`src/rtl/filter_anomaly_detector.sv`:
```
// Anomaly detector on the moving-average filter output: out-of-range and rate
// violations with persistence, a sticky alarm that clears only with hysteresis, and a saturating event count.
module filter_anomaly_detector #(
  parameter int DATA_WIDTH = 8,
  parameter int HYST       = 4,
  parameter int CNT_WIDTH  = 8
) (
  input  logic                  clk,
  input  logic                  reset,
  input  logic                  enable,
  input  logic                  sample_valid,
  input  logic [DATA_WIDTH-1:0] sample_in,
  input  logic [DATA_WIDTH-1:0] thr_high,
  input  logic [DATA_WIDTH-1:0] thr_low,
  input  logic [DATA_WIDTH-1:0] max_delta,
  input  logic [3:0]            persist_count,
  input  logic                  alarm_clear,
  output logic                  alarm,
  output logic                  alarm_pulse,
  output logic [2:0]            cause,
  output logic [1:0]            state,
  output logic [CNT_WIDTH-1:0]  event_count
);

  typedef enum logic [1:0] {
    ST_NORMAL  = 2'b00,
    ST_PENDING = 2'b01,
    ST_ALARM   = 2'b10
  } state_t;

  localparam int EW = DATA_WIDTH + 1;
  localparam logic [EW-1:0] HYST_E = EW'(HYST);

  state_t                state_q, state_d;
  logic [3:0]            viol_cnt_q, viol_cnt_d;
  logic [DATA_WIDTH-1:0] prev_q, prev_d;
  logic                  have_prev_q, have_prev_d;
  logic                  in_band_q, in_band_d;
  logic                  alarm_q, alarm_d;
  logic                  pulse_q, pulse_d;
  logic [2:0]            cause_q, cause_d;
  logic [CNT_WIDTH-1:0]  count_q, count_d;

  logic [EW-1:0]  smp_e, diff, lo_sum, smp_sum;
  logic           over, under, rate, viol, in_band_new, enter;
  logic [3:0]     p_eff;
  logic [4:0]     cnt_inc;
  logic [CNT_WIDTH-1:0] count_inc;

  // Comparisons are done one bit wider than the data so the rate difference
  // and the hysteresis sums can never wrap.
  assign smp_e       = {1'b0, sample_in};
  assign diff        = (sample_in >= prev_q) ? (smp_e - {1'b0, prev_q})
                                             : ({1'b0, prev_q} - smp_e);
  assign over        = sample_in > thr_high;
  assign under       = sample_in < thr_low;
  assign rate        = have_prev_q && (diff > {1'b0, max_delta});
  assign viol        = over | under | rate;
  assign lo_sum      = {1'b0, thr_low} + HYST_E;
  assign smp_sum     = smp_e + HYST_E;
  assign in_band_new = (smp_e >= lo_sum) && (smp_sum <= {1'b0, thr_high});
  assign p_eff       = (persist_count == 4'd0) ? 4'd1 : persist_count;
  assign cnt_inc     = {1'b0, viol_cnt_q} + 5'd1;
  assign count_inc   = (&count_q) ? count_q : count_q + 1'b1;

  always_comb begin
    state_d     = state_q;
    viol_cnt_d  = viol_cnt_q;
    prev_d      = prev_q;
    have_prev_d = have_prev_q;
    in_band_d   = in_band_q;
    alarm_d     = alarm_q;
    pulse_d     = 1'b0;
    cause_d     = cause_q;
    count_d     = count_q;
    enter       = 1'b0;

    if (!enable) begin
      state_d     = ST_NORMAL;
      alarm_d     = 1'b0;
      cause_d     = 3'b000;
      viol_cnt_d  = 4'd0;
      have_prev_d = 1'b0;
      in_band_d   = 1'b0;
    end else begin
      if (sample_valid) begin
        prev_d      = sample_in;
        have_prev_d = 1'b1;
        in_band_d   = in_band_new;
      end
      case (state_q)
        ST_NORMAL: begin
          if (sample_valid && viol) begin
            if (p_eff == 4'd1) begin
              enter = 1'b1;
            end else begin
              state_d    = ST_PENDING;
              viol_cnt_d = 4'd1;
            end
          end
        end
        ST_PENDING: begin
          if (sample_valid) begin
            if (!viol) begin
              state_d    = ST_NORMAL;
              viol_cnt_d = 4'd0;
            end else if (cnt_inc >= {1'b0, p_eff}) begin
              // A persist_count lowered mid-run below the count still alarms.
              enter = 1'b1;
            end else begin
              viol_cnt_d = cnt_inc[3:0];
            end
          end
        end
        ST_ALARM: begin
          // in_band_q is the value from before any same-cycle sample.
          if (alarm_clear && in_band_q) begin
            state_d    = ST_NORMAL;
            alarm_d    = 1'b0;
            cause_d    = 3'b000;
            viol_cnt_d = 4'd0;
          end
        end
        default: state_d = ST_NORMAL;
      endcase
      if (enter) begin
        state_d    = ST_ALARM;
        alarm_d    = 1'b1;
        pulse_d    = 1'b1;
        cause_d    = {rate, under, over};
        viol_cnt_d = 4'd0;
        count_d    = count_inc;
      end
    end
  end

  always_ff @(posedge clk or posedge reset) begin
    if (reset) begin
      state_q     <= ST_NORMAL;
      viol_cnt_q  <= 4'd0;
      prev_q      <= '0;
      have_prev_q <= 1'b0;
      in_band_q   <= 1'b0;
      alarm_q     <= 1'b0;
      pulse_q     <= 1'b0;
      cause_q     <= 3'b000;
      count_q     <= '0;
    end else begin
      state_q     <= state_d;
      viol_cnt_q  <= viol_cnt_d;
      prev_q      <= prev_d;
      have_prev_q <= have_prev_d;
      in_band_q   <= in_band_d;
      alarm_q     <= alarm_d;
      pulse_q     <= pulse_d;
      cause_q     <= cause_d;
      count_q     <= count_d;
    end
  end

  assign alarm       = alarm_q;
  assign alarm_pulse = pulse_q;
  assign cause       = cause_q;
  assign state       = state_q;
  assign event_count = count_q;

endmodule
```
`config.mk`:
```
export PLATFORM = sky130hd
export DESIGN_NAME = filter_anomaly_detector
export DESIGN_NICKNAME = d
export VERILOG_FILES = /design/src/rtl/filter_anomaly_detector.sv
export SDC_FILE = /design/constraint.sdc
export NUM_CORES = 1
export LEC_CHECK = 0
export CELL_PAD_IN_SITES_DETAIL_PLACEMENT = 1
export CELL_PAD_IN_SITES_GLOBAL_PLACEMENT = 2
export CORE_MARGIN = 1
export CORE_UTILIZATION = 33
export CTS_CLUSTER_SIZE = 16
export DETAILED_ROUTE_END_ITERATION = 7
export PLACE_DENSITY = 0.89
export SLEW_MARGIN = 30
export SYNTH_ARGS = -nofsm -noshare
export SYNTH_HDL_FRONTEND = slang
export SYNTH_SLANG_ARGS = --single-unit
```
`constraint.sdc`:
```
create_clock -name clk -period 5.8 [get_ports clk]
set_input_delay 0.87 -clock clk [delete_from_list [all_inputs] [get_ports clk]]
set_output_delay 0.87 -clock clk [all_outputs]
set_load 0.02 [all_outputs]
```
Word level (Yosys, flattened, before mapping)

Cells that the tools add are included.

Register bits: 29
RAM bits: 0
Input bits: 41
Logic and storage cells: 90
Bits in read-only memories: 0
Memories: 0
Output and inout port bits: 15
Latch bits: 0

Bitwise logic cells: 3
$mul: 0
Shifts and indexed selects: 0
Reductions and logical operators: 12
Add/subtract/negate cells: 6
Eq/ne operators: 13
Div/mod/pow operators: 0
Muxes and demuxes: 40
$lt $le $gt $ge: 7

Operator list:

| cell                                                  | number |
|---|---|
| 2-to-1 mux 4 bit                                      | 9 |
| inequality test 4 bit, second input constant          | 5 |
| adder 8 x 3 -> 9 bit, second input constant           | 2 |
| subtractor 8 x 8 -> 9 bit                             | 2 |
| 2-to-1 mux 1 bit                                      | 16 |
| 2-to-1 mux 2 bit                                      | 7 |
| 2-to-1 mux 3 bit                                      | 4 |
| one-hot mux 4 bit (3 select lines)                    | 1 |
| >= comparator 8 x 9 -> 1 bit                          | 1 |
| greater-than comparator 9 x 8 -> 1 bit                | 1 |
| <= comparator 9 x 8 -> 1 bit                          | 1 |
| 2-to-1 mux 9 bit                                      | 1 |
| adder 8 x 1 -> 8 bit, second input constant           | 1 |
| >= comparator 8 bit                                   | 1 |
| greater-than comparator 8 bit                         | 1 |
| less-than comparator 8 bit                            | 1 |
| AND reduction 8 bit                                   | 1 |
| inequality test 3 x 1 -> 1 bit, second input constant | 2 |
| one-hot mux 2 bit (3 select lines)                    | 1 |
| AND reduction 6 bit                                   | 1 |
| adder 4 x 1 -> 5 bit, second input constant           | 1 |
| >= comparator 5 x 4 -> 1 bit                          | 1 |
| inequality test 5 x 1 -> 1 bit, second input constant | 1 |
| inequality test 5 bit, second input constant          | 1 |
| other kinds (13)                                      | 18 |

Depth between registers and ports, before layout

Gate-level depths: netlist of the first run.

Depth in word-level cells: 11
Depth in mapped cells: 20
Mapped depth without buffers: 19

Worst setup path before layout of the first run

No wires, ideal clock.

Path kind: input to register
Start point: input port sample_in[5]
End point: register viol_cnt_q[0]
Buffers on the path: 1
Data required time: 5.675 ns
Arrival time: 4.682 ns
Stages on the path: 19
Library setup time: 0.125 ns
Setup slack: 0.993 ns
Cell sequence: inv_1 > ha_1 > buf_2 > and3_4 > a221oi_4 > nand2_1 > mux2i_1 > a221oi_1 > o21ai_0 > xor2_1 > ha_1 > nand4_1 > a21oi_1 > o41a_1 > a41o_1 > o21a_4 > o21ai_2 > a22o_2 > mux2_4

Longest elaborated chain between the ends: 11
Elaborated cells on any way between the ends: 28
Those cells by class: add/sub: 2; order compare: 4; eq/ne: 6; mux: 11; bitwise: 2; reduce/logical: 3

Ends and longest elaborated chain:

| what                                                                            | line    | RTL |
|---|---|---|
| start, declared                                                                 | 12      | `input logic [DATA_WIDTH-1:0] sample_in,` |
| subtractor 8 x 8 -> 9 bit, or another cell as far along                         | 54      | `: ({1'b0, prev_q} - smp_e);` |
| 2-to-1 mux 9 bit                                                                | 53      | `assign diff = (sample_in >= prev_q) ? (smp_e - {1'b0, prev_q})` |
| greater-than comparator 9 x 8 -> 1 bit                                          | 57      | `assign rate = have_prev_q && (diff > {1'b0, max_delta});` |
| logical AND 1 bit                                                               | 57      |  |
| OR 1 bit *                                                                      | 58      | `assign viol = over \| under \| rate;` |
| 2-to-1 mux 1 bit / logical AND 1 bit (equally long branches)                    | 104, 93 |  |
| 2-to-1 mux 1 bit (on tied branches)                                             | 103, 93 |  |
| one-hot mux 1 bit (2 select lines)                                              | 91      | `case (state_q)` |
| 2-to-1 mux 1 bit                                                                | 78      | `if (!enable) begin` |
| inequality test 5 x 1 -> 1 bit (no source line), or another cell as far along   | --      |  |
| AND reduction 6 bit (no source line) / 2-to-1 mux 4 bit (equally long branches) | --      |  |
| end signal, assigned                                                            | 150     | `viol_cnt_q <= viol_cnt_d;` |
| end, declared                                                                   | 35      | `logic [3:0] viol_cnt_q, viol_cnt_d;` |

Every way passes the cells marked *; elsewhere a longest branch is shown, timed or not. The select of a mux whose other input is x is not followed.
A chain may end at the register's enable or synchronous reset.

Final worst setup path of the first run

Start point: input port sample_in[2]
End point: register count_q[1], in the netlist event_count[1]

Longest elaborated chain between the ends: 10
Elaborated cells on any way between the ends: 17
Those cells by class: add/sub: 2; order compare: 4; mux: 6; bitwise: 2; reduce/logical: 3

Ends and longest elaborated chain:

| what                                                         | line    | RTL |
|---|---|---|
| subtractor 8 x 8 -> 9 bit, or another cell as far along      | 54      |  |
| 2-to-1 mux 9 bit                                             | 53      |  |
| greater-than comparator 9 x 8 -> 1 bit                       | 57      |  |
| logical AND 1 bit                                            | 57      |  |
| OR 1 bit *                                                   | 58      |  |
| 2-to-1 mux 1 bit / logical AND 1 bit (equally long branches) | 104, 93 |  |
| 2-to-1 mux 1 bit (on tied branches)                          | 103, 93 |  |
| one-hot mux 1 bit (2 select lines) *                         | 91      |  |
| 2-to-1 mux 1 bit *                                           | 78      |  |
| AND reduction 3 bit (no source line) *                       | --      |  |
| end signal, assigned                                         | 157     | `count_q <= count_d;` |
| end, declared                                                | 42      | `logic [CNT_WIDTH-1:0] count_q, count_d;` |

Marked as above.

==> results of run 1 <==
worst paths after layout:
check	from	endpoint	slack, ns
setup / recovery	sample_in[2]	event_count[1]	0.43
hold / removal	alarm	alarm	0.49
setup reg to reg	prev_q[2]	event_count[1]	1.21
hold reg to reg	alarm	alarm	0.49
max in group asynchronous	reset	prev_q[3]	4.39
min in group asynchronous	reset	state[1]	1.00
per-stage QoR:
step	power (µW)	setup slack [ns]	utilization
3_3_place_gp	748	0.275	0.420
4_1_cts	992	0.407	0.432
6_report	980	0.426	0.432
2_1_floorplan	596	0.993	-
3_5_place_dp	766	0.117	0.420
5_1_grt	1060	0.103	0.432
Yosys cell counts, types with 3 or more instances:
cell type   n
inv_1      53
nor3_1      5
nor2b_1     5
buf_2       3
dfrtp_1    29
nand4_1     6
a21o_1     11
o21a_1      5
o21ai_0    21
a221oi_1    3
o211ai_1    3
xnor2_1    12
nand2_1    20
nor2_1     16
mux2i_1     3
o22ai_1     4
nand2b_1    6
and3_1      3
nand3_1    15
mux2_4      5
nor4_1      3
xor2_1     12
a21oi_1    23
ha_1       64
a22o_1      3
sequential cells by signal, indices dropped and copies added, names as in the netlist:
register     count
event_count      8
prev_q           8
viol_cnt_q       4
cause            3
state            2
alarm            1
alarm_pulse      1
have_prev_q      1
in_band_q        1
where the power goes:
part	switching [µW]	internal, µW
sequential	29.8	227
clock	82.3	140
combinational	259	242
total	371	609
worst register-to-register path: stages, from the launching register on:
cell and delay, ns:
dfrtp_1 0.40, ha_1 0.38, o21ai_1 0.18, a21oi_1 0.08
o31ai_2 0.35, nand2_1 0.24, mux2i_1 0.27, a221oi_1 0.11
o21ai_0 0.21, xor2_1 0.19, ha_1 0.26, nand4_1 0.12
a21oi_1 0.05, o41a_1 0.37, a41o_1 0.23, o21a_4 0.24
o211ai_4 0.35, nor2_2 0.11, mux2_4 0.31
layout make-up:
cell class | count | area share
multi-input combinational | 286 | 0.560
sequential | 29 | 0.173
timing repair buffer | 67 | 0.152
inverter | 54 | 0.0482
tap | 133 | 0.0396
clock buffer | 7 | 0.0205
clock inverter | 1 | 0.00714
cell families (layout without fill, tap and decap cells):
| logic type | count (synthesis) | after routing | synth area share |
|---|---|---|---|
| AO/OA/AOI/OAI | 98 | 98 | 0.218 |
| AND/OR/NAND/NOR | 89 | 89 | 0.141 |
| adder cells (fa/ha/maj) | 66 | 66 | 0.255 |
| buffers and inverters | 58 | 129 | 0.0671 |
| flip-flops | 29 | 29 | 0.220 |
| XOR/XNOR | 24 | 24 | 0.0637 |
| multiplexers | 9 | 9 | 0.0353 |
metal layers:
metal  routed length (µm)  vias to the layer above  part of all wire  global-route usage
met5                    0                        -                 0                   0
met4                   97                        0             0.011              0.0418
met3                  215                       10             0.025              0.0164
met2                 4250                       44              0.49               0.318
met1                 4170                     1417              0.48               0.233
li1                     -                     1456                 -                   -
==> results.md, run 1 <==
* Hold Path Stages at 1
* P&R area growth vs syn at 27.4%
* Cells after Synth at 373
* Fin crit share at 0.927
* Ys flop type: dfrtp_1
* ANT nets after route at 0
* Post-CTS Setup Inserts at 0
* Crit path largest cell delay at 0.49 ns
* Die Ht at 102 µm
* Area leader, netlist: ha_1
* Multi-input gate area at 2350 µm²
* Yosys reg bits at 29
* Fin crit period at 5.37 ns
* Final-report setup violation count at 0
* Path type of the worst setup path: input pin to register
* Status: finished clean
* Total die area at 10,400 µm²
* Fin. Hold Viols at 0
* # diodes at 0
* DPL Wire Length at 7.44 mm
* Register area share after synthesis at 0.220
* RSZ-0062 raised after global routing: no
* R2R cell count at 18
* Vias per Instance at 5.07
* Startpoint Class: input pin
* Setup crit end kind: register
* CTS Sinks at 29
* Share of the synthesized area in the top cell type at 0.243
* Most common cell after layout, fill and taps aside: ha_1
* Most frequent cells in the layout: ha_1 (64), clkdlybuf4s50_1 (55), inv_1 (52)
* Die Span X at 102 µm
* Routability Congestion at 0.848
* Final Max Tran Viols at 0
* I/O Pins at 56
* Leakage Power at 0.00206 µW
* Slowest cell on the critical path: clkdlybuf4s50_1
* Distinct cells, synth at 61
* Buf/Inv on CP at 2
* # DRC at 0
* CTS tree: yes
* Post-synth EDFFs at 0
* Syn. warnings at 0
* Slew headroom at 0.588
* Critical path depth at 20
* Worst path top cell family by delay: compound AO/OA/AOI/OAI gates
* Critical Path RT at 5.97 ns
* MaxCap Viol Count at 0
* CP arrival at 5.54 ns
* Cts bufs inserted at 5
* Mapped cell area at 3300 µm²
* PD cells at 233 nW/µm²
* Latest clock arrival within the worst-skew pair at 0.29 ns
* Aggregate global-route resource usage at 0.179
* H-Tree Level Count at 2
* Vias in the first global route at 3,152
* CP Max Fanout at 10
* Gates resized, CTS repair at 0
* Initial DRT Pass Iterations at 4
* Setup_tns at 0 ns
* GRT overflow at 0
* Row cnt at 36
* Total Wirelength at 8.74 mm
* Routed via count at 2,927
* Worst-Margin Slew at 0.618 ns
* Syn nets at 480
* Post-CTS Hold Buffers at 0
* Port bufs at 55
* Final nets at 550
* Core Region at 9730 µm²
* Initial antenna violation count at 0
* Drt initial violations at 92
* Share of cells above drive strength 1 at 0.0923
* Final Non-Filler Cells at 577
* First-pass GRT wire length at 14.7 mm
* Mapped Avg Cell Area at 8.85 µm²
* Clock skew at 0.0119 ns
* Sequential cell area at 726 µm²
* Root Buffer: clkbuf_8
* Clk slew on worst S/H paths at 0.06 ns
* WL per Instance at 15.1 µm
* Maximum clock path buffer count at 2
* Crit-path cells: clkdlybuf4s50_1 > inv_1 > ha_1 > o21ai_1 > a21oi_1 > o31ai_2 > nand2_1 > mux2i_1 > a221oi_1 > o21ai_0 > xor2_1 > ha_1 > nand4_1 > a21oi_1 > o41a_1 > a41o_1 > o21a_4 > o211ai_4 > nor2_2 > mux2_4
* Largest net degree at the start of global routing at 30
* Dpl cell area at 4090 µm²
* Hold WS at 0.495 ns
* # fillers at 1,172
* Post-Place Cells at 569
* Final instance area at 4200 µm²
* Area contributors post-synth: ha_1 (24%), dfrtp_1 (22%), inv_1 (6.0%), a21oi_1 (3.5%), o21ai_0 (3.2%)
* Async set-reset flop share out of synthesis at 1.00
* Fmax achieved at 186 MHz
* Peak VDD IR at 0.0845 mV
* Path type of the worst min-delay path: register to register
* Starting density of the core at 0.339
No activity file was read; power rests on OpenSTA's default activity.
==> inputs of run 2 (changes only) <==
--- a/config.mk
+++ b/config.mk
@@ -8,10 +8,10 @@
 export CELL_PAD_IN_SITES_DETAIL_PLACEMENT = 1
 export CELL_PAD_IN_SITES_GLOBAL_PLACEMENT = 2
 export CORE_MARGIN = 1
-export CORE_UTILIZATION = 33
+export CORE_UTILIZATION = 35
 export CTS_CLUSTER_SIZE = 16
 export DETAILED_ROUTE_END_ITERATION = 7
-export PLACE_DENSITY = 0.89
+export PLACE_DENSITY = 0.93
 export SLEW_MARGIN = 30
 export SYNTH_ARGS = -nofsm -noshare
 export SYNTH_HDL_FRONTEND = slang
==> constraint.sdc (replaced) <==
create_clock -name clk -period 6.69 [get_ports clk]
set_input_delay 1.0035 -clock clk [delete_from_list [all_inputs] [get_ports clk]]
set_output_delay 1.0035 -clock clk [all_outputs]
set_load 0.02 [all_outputs]
==> run 2 against run 1 <==
First-iteration DRC count shrank 35%; utilization grew 1.6 points; highest routed layer unchanged; global-route usage grew 0.49 points.
==> results.md, run 2 (synthesized netlist as in run 1, its figures left out) <==
* Status: finished clean (unchanged)
* GRT overflow at 0 (unchanged)
* Maximum clock path buffer count at 2 (unchanged)
* Final-report setup violation count at 0 (unchanged)
* Total die area at 9820 µm² (was 10,400 µm²)
* Fmax achieved at 169 MHz
* Sink of the worst hold path: event_count[6] (was alarm)
* Switching power total at 318 µW (was 371 µW)
* CTS tree: yes (unchanged)
* Most frequent cells in the layout: ha_1 (64), clkdlybuf4s50_1 (55), inv_1 (53) (was ha_1 (64), clkdlybuf4s50_1 (55), inv_1 (52))
* Setup WS post-layout at 0.774 ns (was 0.426 ns)
* P_int at 522 µW (was 609 µW)
* Routed via count at 2,939 (was 2,927)
* Latest clock arrival within the worst-skew pair at 0.28 ns (was 0.29 ns)
* Routability Congestion at 0.869 (was 0.848)
* P&R area growth vs syn at 24.8% (was 27.4%)
* Gates resized, CTS repair at 0 (unchanged)
* Post-CTS Hold Buffers at 0 (unchanged)
* Critical Path RT at 6.85 ns (was 5.97 ns)
* First-pass GRT wire length at 14.6 mm (was 14.7 mm)
* Clk pwr share at 0.225 (was 0.227)
* Slowest cell on the critical path: clkdlybuf4s50_1 (unchanged)
* Final Max Tran Viols at 0 (unchanged)
* Starting density of the core at 0.359 (was 0.339)
* Path type of the worst min-delay path: register to register (unchanged)
* Total Wirelength at 8.70 mm (was 8.74 mm)
* Worst-Margin Slew at 0.536 ns (was 0.618 ns)
* Critical R2R Launch: prev_q[6] (was prev_q[2])
* WL per Instance at 15.9 µm (was 15.1 µm)
* Die Span X at 99.1 µm (was 102 µm)
* Core Region at 9200 µm² (was 9730 µm²)
* Row cnt at 35 (was 36)
* Leakage Power at 0.00202 µW (was 0.00206 µW)
* Path type of the worst setup path: input pin to register (unchanged)
* Flop pwr share at 0.266 (was 0.262)
* Worst path top cell family by delay: compound AO/OA/AOI/OAI gates (unchanged)
* Vias in the first global route at 3,121 (was 3,152)
* ANT nets after route at 0 (unchanged)
* Sw Ratio at 0.379 (was 0.378)
* CTS Sinks at 29 (unchanged)
* Combinational share of power at 0.509 (was 0.511)
* Initial antenna violation count at 0 (unchanged)
* Crit path largest cell delay at 0.67 ns (was 0.49 ns)
* CP Max Fanout at 9 (was 10)
* Aggregate global-route resource usage at 0.184 (was 0.179)
* Buf/Inv on CP at 2 (unchanged)
* # diodes at 0 (unchanged)
* Hold Path Stages at 1 (unchanged)
* R2R cell count at 17 (was 18)
* Vias per Instance at 5.37 (was 5.07)
* Final nets at 542 (was 550)
* RSZ-0062 raised after global routing: no (unchanged)
* H-Tree Level Count at 2 (unchanged)
* Fin crit share at 0.884
* PD cells at 204 nW/µm² (was 233 nW/µm²)
* Peak VDD IR at 0.0721 mV (was 0.0845 mV)
* Cts bufs inserted at 5 (unchanged)
* Initial DRT Pass Iterations at 4 (unchanged)
* Port bufs at 55 (unchanged)
* Post-place setup slack at 0.457 ns (was 0.117 ns)
* Most frequent CP cell: ha_1
* Crit-path cells: clkdlybuf4s50_1 > inv_1 > ha_1 > and3_4 > a221oi_4 > nand2_1 > mux2i_1 > a221oi_1 > o21ai_0 > xor2_1 > ha_1 > nand4_1 > a21oi_1 > o41a_1 > a41o_1 > o21a_4 > o21ai_2 > a22o_2 > mux2_4 (was clkdlybuf4s50_1 > inv_1 > ha_1 > o21ai_1 > a21oi_1 > o31ai_2 > nand2_1 > mux2i_1 > a221oi_1 > o21ai_0 > xor2_1 > ha_1 > nand4_1 > a21oi_1 > o41a_1 > a41o_1 > o21a_4 > o211ai_4 > nor2_2 > mux2_4)
* Clock skew at 0.00792 ns (was 0.0119 ns)
* Hold path startpoint: event_count[6] (was alarm)
* Final Non-Filler Cells at 547 (was 577)
* Slew headroom at 0.639 (was 0.588)
* Die Ht at 99.1 µm (was 102 µm)
* Dpl cell area at 4000 µm² (was 4090 µm²)
* Share of cells above drive strength 1 at 0.0734 (was 0.0923)
* Fin. Hold Viols at 0 (unchanged)
* Drt initial violations at 60 (was 92)
* Post-Place Cells at 539 (was 569)
* # DRC at 0 (unchanged)
* Setup crit end kind: register (unchanged)
* Fin crit period at 5.92 ns
* CP arrival at 6.08 ns (was 5.54 ns)
* Setup_tns at 0 ns (unchanged)
* Root Buffer: clkbuf_8 (unchanged)
* RR Endpoint: viol_cnt_q[1] (was event_count[1])
* I/O Pins at 56 (unchanged)
* Post-CTS Setup Inserts at 0 (unchanged)
* Most common cell after layout, fill and taps aside: ha_1 (unchanged)
* DPL Wire Length at 7.27 mm (was 7.44 mm)
* Final instance area at 4120 µm² (was 4200 µm²)
* Hold WS at 0.491 ns (was 0.495 ns)
* Startpoint Class: input pin (unchanged)
* Largest net degree at the start of global routing at 30 (unchanged)
* Clk slew on worst S/H paths at 0.07 ns (was 0.06 ns)
* Reg2reg setup slack at 1.92 ns (was 1.21 ns)
* MaxCap Viol Count at 0 (unchanged)
[run 2: cell count changes in the layout (fill, tap and decap cells not counted)]
cell,previous run,this run
buf_4,12,4
inv_2,2,1
inv_1,52,53
[run 2: per-layer routing]
metal  vias up  global-route usage  part of all wire  wire length (µm)
li1       1452                   -                 -                 -
met1      1426               0.233              0.46              4030
met2        48               0.335              0.50              4340
met3        13              0.0134             0.022               190
met4         0              0.0509             0.015               131
met5         -                   0                 0                 0
[run 2: stage by stage]
stage               total power (µW)   util
floorplan                        516      -
global placement                 636  0.435
detailed placement               658  0.435
CTS                              851  0.448
global route                     904  0.448
finish                           840  0.448
[run 2: final cells by class]
type,instances,area (µm²)
fillers,1088,5080
multi-input cells,286,2350
flip-flops and latches,29,726
repair buffers,59,581
inverters,54,203
well taps,111,139
clock buffers,7,86.3
clock inverters,1,30.0
[run 2: worst max path at each step]
stage                            start              to  slack, ns  cells after the start
after global routing      sample_in[5]  event_count[1]       0.45                     19
after floorplan           sample_in[5]   viol_cnt_q[0]       1.75                     19
final                     sample_in[5]   viol_cnt_q[1]       0.77                     19
after CTS                 sample_in[5]   viol_cnt_q[1]       0.76                     19
after detailed placement  sample_in[5]   viol_cnt_q[1]       0.46                     19
after global placement    sample_in[5]  event_count[1]       0.71                     19
[run 2: power by group through the flow]
| stage | clock [µW] | combinational [µW] | sequential, µW |
|---|---|---|---|
| after global routing | 198 | 479 | 227 |
| after global placement | 0 | 412 | 224 |
| after floorplan | 0 | 284 | 232 |
| after CTS | 193 | 434 | 224 |
| after detailed placement | 0 | 431 | 227 |
| final | 189 | 427 | 224 |
